--- src/rtl/pushbutton_decryptor_if.sv ---
// Ciphertext write port and plaintext/status outputs of the push-button decryptor.
interface pushbutton_decryptor_if #(
  parameter int unsigned Width = 8,
  parameter int unsigned AW    = 4
);
  logic             ct_wr_en;
  logic [Width-1:0] ct_wr_data;
  logic [Width-1:0] plaintext;
  logic             pt_valid;
  logic [AW-1:0]    pt_addr;
  logic             busy;
  logic             ct_empty;
  logic             ct_full;
  logic [AW:0]      ct_count;
  logic             overflow;

  modport master (
    output ct_wr_en, ct_wr_data,
    input  plaintext, pt_valid, pt_addr, busy, ct_empty, ct_full, ct_count, overflow
  );

  modport slave (
    input  ct_wr_en, ct_wr_data,
    output plaintext, pt_valid, pt_addr, busy, ct_empty, ct_full, ct_count, overflow
  );
endinterface

--- src/rtl/pushbutton_decryptor.sv ---
// Push-button RSA decryptor: ciphertext FIFO, debounced press detect, and a
// right-to-left square-and-multiply engine computing m = c^D mod N.
module pushbutton_decryptor #(
  parameter int unsigned Width = 8,
  parameter int unsigned N     = 55,
  parameter int unsigned D     = 7,
  parameter int unsigned DW    = 8,
  parameter int unsigned AW    = 4
) (
  input  logic                   btn_clk,
  input  logic                   rst,
  input  logic                   btn,
  pushbutton_decryptor_if.slave  bus
);

  localparam int unsigned Depth = 1 << AW;
  localparam int unsigned CW    = $clog2(DW) + 1;
  localparam logic [Width-1:0]   NMOD  = Width'(N);
  localparam logic [2*Width-1:0] NWIDE = (2*Width)'(N);
  localparam logic [DW-1:0]      DEXP  = DW'(D);
  localparam logic [CW-1:0]      LAST  = CW'(DW - 1);
  localparam logic [AW:0]        FULLC = (AW+1)'(Depth);

  typedef enum logic [1:0] {IDLE, LOAD, EXP, DONE} state_t;

  state_t state, next_state;

  logic s1, s2, prev;
  logic press_evt;

  logic [Width-1:0] mem [Depth];
  logic [AW-1:0]    wr_ptr, rd_ptr;
  logic [AW:0]      count;
  logic             overflow;
  logic             empty, full;
  logic             pop, wr_ok;

  logic [Width-1:0] c_reg, base, result, plaintext;
  logic [DW-1:0]    exp_reg;
  logic [CW-1:0]    bitcnt;
  logic             pt_valid;
  logic [AW-1:0]    pt_addr;

  logic [2*Width-1:0] prod_rm, prod_sq, mod_rm, mod_sq;

  assign press_evt = s2 & ~prev;
  assign empty     = (count == '0);
  assign full      = (count == FULLC);
  // A pop in the same cycle frees a slot, so a write to a full FIFO is kept.
  assign wr_ok     = bus.ct_wr_en & (~full | pop);

  assign prod_rm = {{Width{1'b0}}, result} * {{Width{1'b0}}, base};
  assign prod_sq = {{Width{1'b0}}, base} * {{Width{1'b0}}, base};
  assign mod_rm  = prod_rm % NWIDE;
  assign mod_sq  = prod_sq % NWIDE;

  // Two-flop synchronizer plus previous-value flop for rising-edge detect.
  always_ff @(posedge btn_clk or posedge rst) begin
    if (rst) begin
      s1   <= 1'b0;
      s2   <= 1'b0;
      prev <= 1'b0;
    end else begin
      s1   <= btn;
      s2   <= s1;
      prev <= s2;
    end
  end

  // FIFO storage; contents need no reset since pointers define validity.
  always_ff @(posedge btn_clk) begin
    if (wr_ok) mem[wr_ptr] <= bus.ct_wr_data;
  end

  // FIFO pointers, occupancy and sticky overflow flag.
  always_ff @(posedge btn_clk or posedge rst) begin
    if (rst) begin
      wr_ptr   <= '0;
      rd_ptr   <= '0;
      count    <= '0;
      overflow <= 1'b0;
    end else begin
      if (wr_ok) wr_ptr <= wr_ptr + 1'b1;
      if (pop)   rd_ptr <= rd_ptr + 1'b1;
      case ({wr_ok, pop})
        2'b10:   count <= count + 1'b1;
        2'b01:   count <= count - 1'b1;
        default: count <= count;
      endcase
      if (bus.ct_wr_en && !wr_ok) overflow <= 1'b1;
    end
  end

  // FSM state register.
  always_ff @(posedge btn_clk or posedge rst) begin
    if (rst) state <= IDLE;
    else     state <= next_state;
  end

  // FSM next-state; the pop is issued only on the IDLE->LOAD transition.
  always_comb begin
    next_state = state;
    pop        = 1'b0;
    case (state)
      IDLE: if (press_evt && !empty) begin
        next_state = LOAD;
        pop        = 1'b1;
      end
      LOAD:    next_state = EXP;
      EXP:     if (bitcnt == LAST) next_state = DONE;
      DONE:    next_state = IDLE;
      default: next_state = IDLE;
    endcase
  end

  // Exponentiation datapath and result presentation.
  always_ff @(posedge btn_clk or posedge rst) begin
    if (rst) begin
      c_reg     <= '0;
      base      <= '0;
      result    <= '0;
      exp_reg   <= '0;
      bitcnt    <= '0;
      plaintext <= '0;
      pt_valid  <= 1'b0;
      pt_addr   <= '0;
    end else begin
      pt_valid <= 1'b0;
      if (pop) c_reg <= mem[rd_ptr];
      case (state)
        LOAD: begin
          base    <= c_reg % NMOD;
          result  <= {{(Width-1){1'b0}}, 1'b1};
          exp_reg <= DEXP;
          bitcnt  <= '0;
        end
        EXP: begin
          if (exp_reg[0]) result <= mod_rm[Width-1:0];
          base    <= mod_sq[Width-1:0];
          exp_reg <= exp_reg >> 1;
          bitcnt  <= bitcnt + 1'b1;
        end
        DONE: begin
          plaintext <= result;
          pt_valid  <= 1'b1;
          pt_addr   <= pt_addr + 1'b1;
        end
        default: ;
      endcase
    end
  end

  assign bus.plaintext = plaintext;
  assign bus.pt_valid  = pt_valid;
  assign bus.pt_addr   = pt_addr;
  assign bus.busy      = (state != IDLE);
  assign bus.ct_empty  = empty;
  assign bus.ct_full   = full;
  assign bus.ct_count  = count;
  assign bus.overflow  = overflow;

endmodule

--- src/flat_wrapper.sv ---
// flat-port wrapper written by rule: the top's interface ports become plain ports
module pushbutton_decryptor_flat 
#(
  parameter int unsigned Width = 8,
  parameter int unsigned N     = 55,
  parameter int unsigned D     = 7,
  parameter int unsigned DW    = 8,
  parameter int unsigned AW    = 4
)
  (btn_clk, rst, btn, bus_ct_wr_en, bus_ct_wr_data, bus_plaintext, bus_pt_valid, bus_pt_addr, bus_busy, bus_ct_empty, bus_ct_full, bus_ct_count, bus_overflow);
  pushbutton_decryptor_if #(.Width(Width), .AW(AW)) bus_i ();
  input  logic btn_clk;
  input  logic rst;
  input  logic btn;
  input wire logic [$bits(bus_i.ct_wr_en)-1:0] bus_ct_wr_en;
  input wire logic [$bits(bus_i.ct_wr_data)-1:0] bus_ct_wr_data;
  output wire logic [$bits(bus_i.plaintext)-1:0] bus_plaintext;
  output wire logic [$bits(bus_i.pt_valid)-1:0] bus_pt_valid;
  output wire logic [$bits(bus_i.pt_addr)-1:0] bus_pt_addr;
  output wire logic [$bits(bus_i.busy)-1:0] bus_busy;
  output wire logic [$bits(bus_i.ct_empty)-1:0] bus_ct_empty;
  output wire logic [$bits(bus_i.ct_full)-1:0] bus_ct_full;
  output wire logic [$bits(bus_i.ct_count)-1:0] bus_ct_count;
  output wire logic [$bits(bus_i.overflow)-1:0] bus_overflow;
  assign bus_i.ct_wr_en = bus_ct_wr_en;
  assign bus_i.ct_wr_data = bus_ct_wr_data;
  assign bus_plaintext = bus_i.plaintext;
  assign bus_pt_valid = bus_i.pt_valid;
  assign bus_pt_addr = bus_i.pt_addr;
  assign bus_busy = bus_i.busy;
  assign bus_ct_empty = bus_i.ct_empty;
  assign bus_ct_full = bus_i.ct_full;
  assign bus_ct_count = bus_i.ct_count;
  assign bus_overflow = bus_i.overflow;
  pushbutton_decryptor #(.Width(Width), .N(N), .D(D), .DW(DW), .AW(AW)) u_core (.btn_clk(btn_clk), .rst(rst), .btn(btn), .bus(bus_i));
endmodule
--- config.mk ---
export PLATFORM = sky130hd
export DESIGN_NAME = pushbutton_decryptor_flat
export DESIGN_NICKNAME = d
export VERILOG_FILES = /design/src/rtl/pushbutton_decryptor_if.sv /design/src/rtl/pushbutton_decryptor.sv /design/src/flat_wrapper.sv
export SDC_FILE = /design/constraint.sdc
export NUM_CORES = 1
export LEC_CHECK = 0
export BUFFER_PORTS_ARGS = -buffer_cell sky130_fd_sc_hd__buf_4
export CAP_MARGIN = 20
export CORE_AREA = 2 2 214 216
export DETAILED_ROUTE_END_ITERATION = 8
export DIE_AREA = 0 0 216 218
export PLACE_DENSITY = 0.67
export SYNTH_ARGS = -nofsm -noshare
export SYNTH_HDL_FRONTEND = slang
export SYNTH_SLANG_ARGS = --single-unit
--- constraint.sdc ---
create_clock -name btn_clk -period 18.15 [get_ports btn_clk]
set_input_delay 5.445 -clock btn_clk [delete_from_list [all_inputs] [get_ports btn_clk]]
set_output_delay 5.445 -clock btn_clk [all_outputs]
set_load 0.01 [all_outputs]
Word level (Yosys, flattened, before mapping) --
Memory sizes are Yosys's and may differ from the RTL's. A register that Yosys moved wholly into a read port is not among the register bits. Cells that the tools add are included.
Word-level totals: latch bits 0, word-level logic and storage cells 67, memories 1, register bits 60, bits in writable memories 128, bits of input ports 12, ROM bits 0, output and inout port bits 22
Memory list:
- u_core.mem | depth 16, width 8, rd ports 1, clocked after Yosys merged registers in 1, wr ports 1, RTL line pushbutton_decryptor.sv:31 | logic [Width-1:0] mem [Depth];
Cells by class: bitwise gates (word level) 5, magnitude comparators 0, shift-type cells 0, div/mod/pow operators 3, multiply operators 2, equal/unequal tests 10, reduce and logical (&&, ||, !) cells 11, add/sub/neg operators 6, mux-type cells 14
Operators with widths (count):
- case mux 8 bit (2 select lines) | 3
- modulo 16 x 6 -> 16 bit (second input constant) | 2
- multiplier 8 x 8 -> 16 bit | 2
- adder 4 x 1 -> 4 bit (second input constant) | 4
- case mux 5 bit (2 select lines) | 1
- modulo 8 x 6 -> 8 bit (second input constant) | 1
- 2-to-1 mux 8 bit | 1
- case mux 2 bit (4 select lines) | 1
- case mux 4 bit (2 select lines) | 1
- equality test 2 bit (second input constant) | 3
- inequality test 2 x 1 -> 1 bit (second input constant) | 3
- nonzero test 2 bit | 3
- adder 5 x 1 -> 5 bit (second input constant) | 1
- equality test 5 bit (second input constant) | 1
- zero test 5 bit | 1
- 2-to-1 mux 1 bit | 5
- subtractor 5 x 1 -> 5 bit (second input constant) | 1
- equality test 2 x 1 -> 1 bit (second input constant) | 2
- equality test 4 x 3 -> 1 bit (second input constant) | 1
- 2-to-1 mux 2 bit | 2
- AND reduction 2 bit | 2
- bitwise AND 1 bit | 2
- logical AND 1 bit | 2
- zero test 1 bit | 2
- other kinds (3) | 4

Depth between registers and ports, before layout --
depth in word-level cells 9, mapped depth 54

Least setup slack after synthesis --
Ideal clock, no wire load.
path kind reg-to-reg, start register u_core.base[7], end register u_core.base[3], setup slack 5.754 ns, data arrival time 12.270 ns, required time 18.024 ns, library setup time 0.126 ns, cell stages (with the launch flop) 51, buffers on the path 3, period minus slack after synthesis 12.396 ns, cells stage by stage dfrtp_1 > clkbuf_1 > nand2_1 > fa_1 > inv_1 > fa_1 > fa_1 > inv_1 > fa_1 > inv_1 > ha_1 > a21oi_1 > o221a_2 > mux2i_1 > nand4_1 > nor2b_1 > buf_6 > a221oi_1 > [... 15 more ...] > a21bo_2 > xnor2_1 > ha_1 > a21oi_1 > a311oi_2 > o21ai_2 > nand2_2 > xnor2_1 > ha_1 > o31ai_1 > o21a_1 > o221ai_2 > xor2_1 > ha_1 > a211oi_2 > o21ai_4 > nor2_1 > a311o_1
On the way: word-level cells in the longest chain between the ends 3
RTL lines:
- start, declared | RTL line pushbutton_decryptor.sv:38 | logic [Width-1:0] c_reg, base, result, plaintext;
- start signal, assigned | RTL line pushbutton_decryptor.sv:132 | base <= c_reg % NMOD;
- start signal, assigned | RTL line pushbutton_decryptor.sv:139 | base <= mod_sq[Width-1:0];
- multiplier 8 x 8 -> 16 bit | RTL line pushbutton_decryptor.sv:53 | assign prod_sq = {{Width{1'b0}}, base} * {{Width{1'b0}}, base};
- modulo 16 x 6 -> 16 bit | RTL line pushbutton_decryptor.sv:55 | assign mod_sq = prod_sq % NWIDE;
- case mux 8 bit (2 select lines) | RTL line pushbutton_decryptor.sv:130 | case (state)
Every way passes these cells. A chain may end at the register's enable or synchronous reset.

Worst setup path in the final report --
start register u_core.base[5], end register u_core.base[0]
Same word-level chain as after synthesis.

==> metrics.log <==
[metrics] detailed-route via count: between 10000 and 15000
[metrics] most used flip-flop cell after synthesis: edfxtp_1
[metrics] post-cts gate resize count: 0
[metrics] fraction of final layout cells sized beyond drive strength 1: 0.1320
[metrics] syn avg cell area: ~9.8 µm²
[metrics] result of the run: finished clean
[metrics] area of all placed cells without fillers: 0.01910 mm²
[metrics] fmax: between 0.06 and 0.07 GHz
[metrics] number of standard cells in the layout, taps in and fillers out: around 2400
[metrics] max-cap viol count: 0
[metrics] number of enable flip-flop cells after synthesis: about 130
[metrics] startpoint-to-endpoint class of the critical path: reg2reg
[metrics] clock tree from TritonCTS: yes
[metrics] ys async rst share: 0.3298
[metrics] class of the tightest hold or removal check: reg2reg
[metrics] buffers inserted during post-CTS setup optimization: 0
[metrics] post-synthesis cell type count: roughly 130
[metrics] sequential fraction of the synthesis area: 0.3060
[metrics] Max FO, Critical Path: 15
[metrics] combined area of the multi-input logic cells: about 0.011 mm²
[metrics] Synthesized Nets: slightly below 2000
[metrics] die extent in y: ~220 µm
[metrics] post-route clock skew: between 0.015 and 0.02 ns
[metrics] antenna violations before repair: 0
[metrics] hold bufs inserted after CTS: 0
[metrics] crit path max-delay cell type: dfrtp_1
[metrics] r2r startpoint: u_core.base[5]$_DFFE_PP0P_
[metrics] H-tree depth: 4
[metrics] buffers from clock root to sink, at most: 2
[metrics] area of all sequential standard cells: about 0.0054 mm²
[metrics] floorplan die width: around 220 µm
[metrics] # IOs: 34
[metrics] port bufs: 33
[metrics] total negative slack for setup checks: 0 ns
[metrics] dpl hpwl: between 30000 and 40000 µm
[metrics] number of clock sinks: approximately 190
[metrics] worst min-delay path startpoint: u_core.s2$_DFF_PP0_
[metrics] slowest cell delay on critical path: about 0.63 ns
[metrics] remaining global-route overflow: 0
[metrics] hold-critical path endpoint: u_core.prev$_DFF_PP0_
[metrics] number of cells after detailed placement: around 2400
[metrics] Clock transition at path regs: approximately 0.090 ns
[metrics] root buffer cell: clkbuf_16
[metrics] initial standard-cell utilization of the core: 0.3945
[metrics] number of clock buffers inserted by TritonCTS: 17
[metrics] number of stages on the worst hold path: 0
[metrics] Worst R2R End: u_core.base[0]$_DFFE_PP0P_
[metrics] met3 track utilization from global routing: 0.01729
[metrics] gpl congestion: between 0.8 and 0.9
[metrics] unrepaired setup endpoints after global routing: false
[metrics] worst r2r path cells: 48
[metrics] First DRT Iteration DRCs: 1193
[metrics] post-synthesis instance total: 1801
[metrics] post-layout min period: ~15 ns
[metrics] cell area after synthesis: 0.01771 mm²
[metrics] final-report setup violation count: 0
[metrics] number of inserted filler cells in the final layout: approximately 4300
[metrics] worst path buffer plus inverter count: 3
[metrics] Largest register FFs: around 130
[metrics] synth-to-layout area growth: 7.834%
[metrics] number of global-route vias before repair: 13768
[metrics] DIE AREA: between 0.04 and 0.05 mm²
[metrics] r2r setup slk: about 3.5 ns
[metrics] crit end category: register
[metrics] remaining design rule violation count: 0
[metrics] Post-Route WL: around 42000 µm
[metrics] number of warnings issued by yosys: 0
[metrics] final number of max-transition violations: 0
[metrics] final hold violations: 0
[metrics] headroom to the max-slew limit: 0.4050
[metrics] Arrival @ worst endpoint: 14.99 ns
[metrics] global routing met1 resource utilization: 0.2426
[metrics] number of nets in the finished design: ~2000
[metrics] area of the core: between 0.04 and 0.05 mm²
[metrics] router iterations before antenna repair: 7
[metrics] met2 layer usage reported by global route: 0.3092
[metrics] Period Utilization, post-route: 0.8076
[metrics] average wire per standard cell: about 17 µm
[metrics] wire length of the first global-routing pass: roughly 70000 µm
[metrics] Setup crit start kind: register
[metrics] required time at the endpoint of the critical path: about 18 ns
[metrics] worst slew pin tran: ~0.9 ns
[metrics] antenna-violating nets left: 0
[metrics] number of synthesized register bits: between 150 and 200
[metrics] num rows: between 70 and 80
[metrics] pin count of the biggest net entering global routing: between 60 and 70
[metrics] largest register by flop count: u_core.mem
[metrics] instance area at placement: 0.01847 mm²
[metrics] top cell family by delay on the critical path: compound AO/OA/AOI/OAI gates
[metrics] DR vias/cell: around 5.9
[metrics] Antenna Diode Count: 0
[metrics] total routing resource utilization after global routing: 0.1780
[metrics] routing layer with the top usage in global route: met2
[metrics] clock latency reported for the late side of the worst-skew pair: ~0.45 ns
==> worst max path at each step <==
| stage | from | end | slack [ns] | cells past startpoint |
|---|---|---|---|---|
| global placement | u_core.base[5]$_DFFE_PP0P_ | u_core.base[0]$_DFFE_PP0P_ | 3.81 | 48 |
| finish | u_core.base[5]$_DFFE_PP0P_ | u_core.base[0]$_DFFE_PP0P_ | 3.49 | 48 |
| global route | u_core.base[5]$_DFFE_PP0P_ | u_core.base[5]$_DFFE_PP0P_ | 2.22 | 48 |
| CTS | u_core.base[5]$_DFFE_PP0P_ | u_core.base[0]$_DFFE_PP0P_ | 3.61 | 48 |
| detailed placement | u_core.base[5]$_DFFE_PP0P_ | u_core.base[0]$_DFFE_PP0P_ | 3.67 | 48 |
| floorplan | u_core.base[7]$_DFFE_PP0P_ | u_core.base[3]$_DFFE_PP0P_ | 5.75 | 50 |
==> metrics by stage <==
step / worst slack [ns] / hold WS, ns / utilization
2_1_floorplan: 5.754 / 0.3312 / -
3_3_place_gp: 3.807 / 0.3670 / 0.4115
3_5_place_dp: 3.673 / 0.3730 / 0.4115
4_1_cts: 3.608 / 0.3837 / 0.4254
5_1_grt: 2.215 / 0.3994 / 0.4254
6_report: 3.492 / 0.3754 / 0.4254
==> worst reg2reg max path, delay by kind of cell (launching register included) <==
kind / cells / cell delay, ns
multiplexers: 1 / 0.18
XOR/XNOR: 5 / 1.56
adder cells (fa/ha/maj): 8 / 3.19
buffers and inverters: 3 / 0.35
AND/OR/NAND/NOR: 10 / 2.73
AO/OA/AOI/OAI: 21 / 5.88
flip-flops: 1 / 0.63
==> Yosys cell counts (all sizes together) (11+ instances only) <==
master,instances,area [µm²]
a211o,12,105.1
a211oi,26,225.2
a21o,24,180.2
a21oi,94,496.7
a31oi,19,125.1
and2,82,513.0
and3,19,118.9
buf,32,201.5
clkbuf,36,136.4
dfrtp,63,1577
edfxtp,128,3844
fa,62,1241
ha,86,1076
inv,138,518.0
mux2,26,296.5
mux2i,29,290.3
mux4,40,900.9
nand2,131,494.2
nand3,47,240.2
nand4,24,150.1
nor2,114,430.4
nor2b,11,71.32
nor3,55,317.8
nor4,19,137.6
o211ai,27,212.7
o21a,18,135.1
o21ai,84,439.2
o221ai,11,108.9
o22ai,12,87.58
o31ai,13,121.4
or2,22,140.1
or3,12,75.07
xnor2,59,531.8
xor2,19,173.9
==> cell usage in the layout (no fill, tap or decap), types with 29 or more instances in the layout <==
cell type / count
inv_1: 137
nand2_1: 130
edfxtp_1: 128
nor2_1: 113
a21oi_1: 87
ha_1: 86
and2_1: 80
fa_1: 62
dfrtp_1: 62
o21ai_0: 61
xnor2_1: 57
nor3_1: 49
nand3_1: 46
buf_4: 46
mux4_2: 40
mux2i_1: 29
==> cells by family after synthesis <==
family | after synthesis | share of synthesized area
xor+xnor | 78 | 0.03984
fa+ha+maj | 149 | 0.1314
simple gates | 584 | 0.1750
compound gates | 498 | 0.2155
flops | 191 | 0.3060
mux | 95 | 0.08399
buf+inv | 206 | 0.04832
==> final cells by class <==
type	instances	share of cell area
multi-input cells	1404	0.5988
flip-flops and latches	191	0.2839
well taps	600	0.03931
inverters	138	0.02712
clock buffers	17	0.02227
repair buffers	46	0.01808
clock inverters	15	0.01061
==> layer usage <==
layer / wire length [µm] / up-vias
met5: 0 / -
met4: 405 / 0
met3: 1410 / 37
met2: 20530 / 355
met1: 19420 / 7013
li1: - / 6784
Power is not shown: default switching activity piles up to over one toggle a cycle in this logic, so the estimate is an artifact.
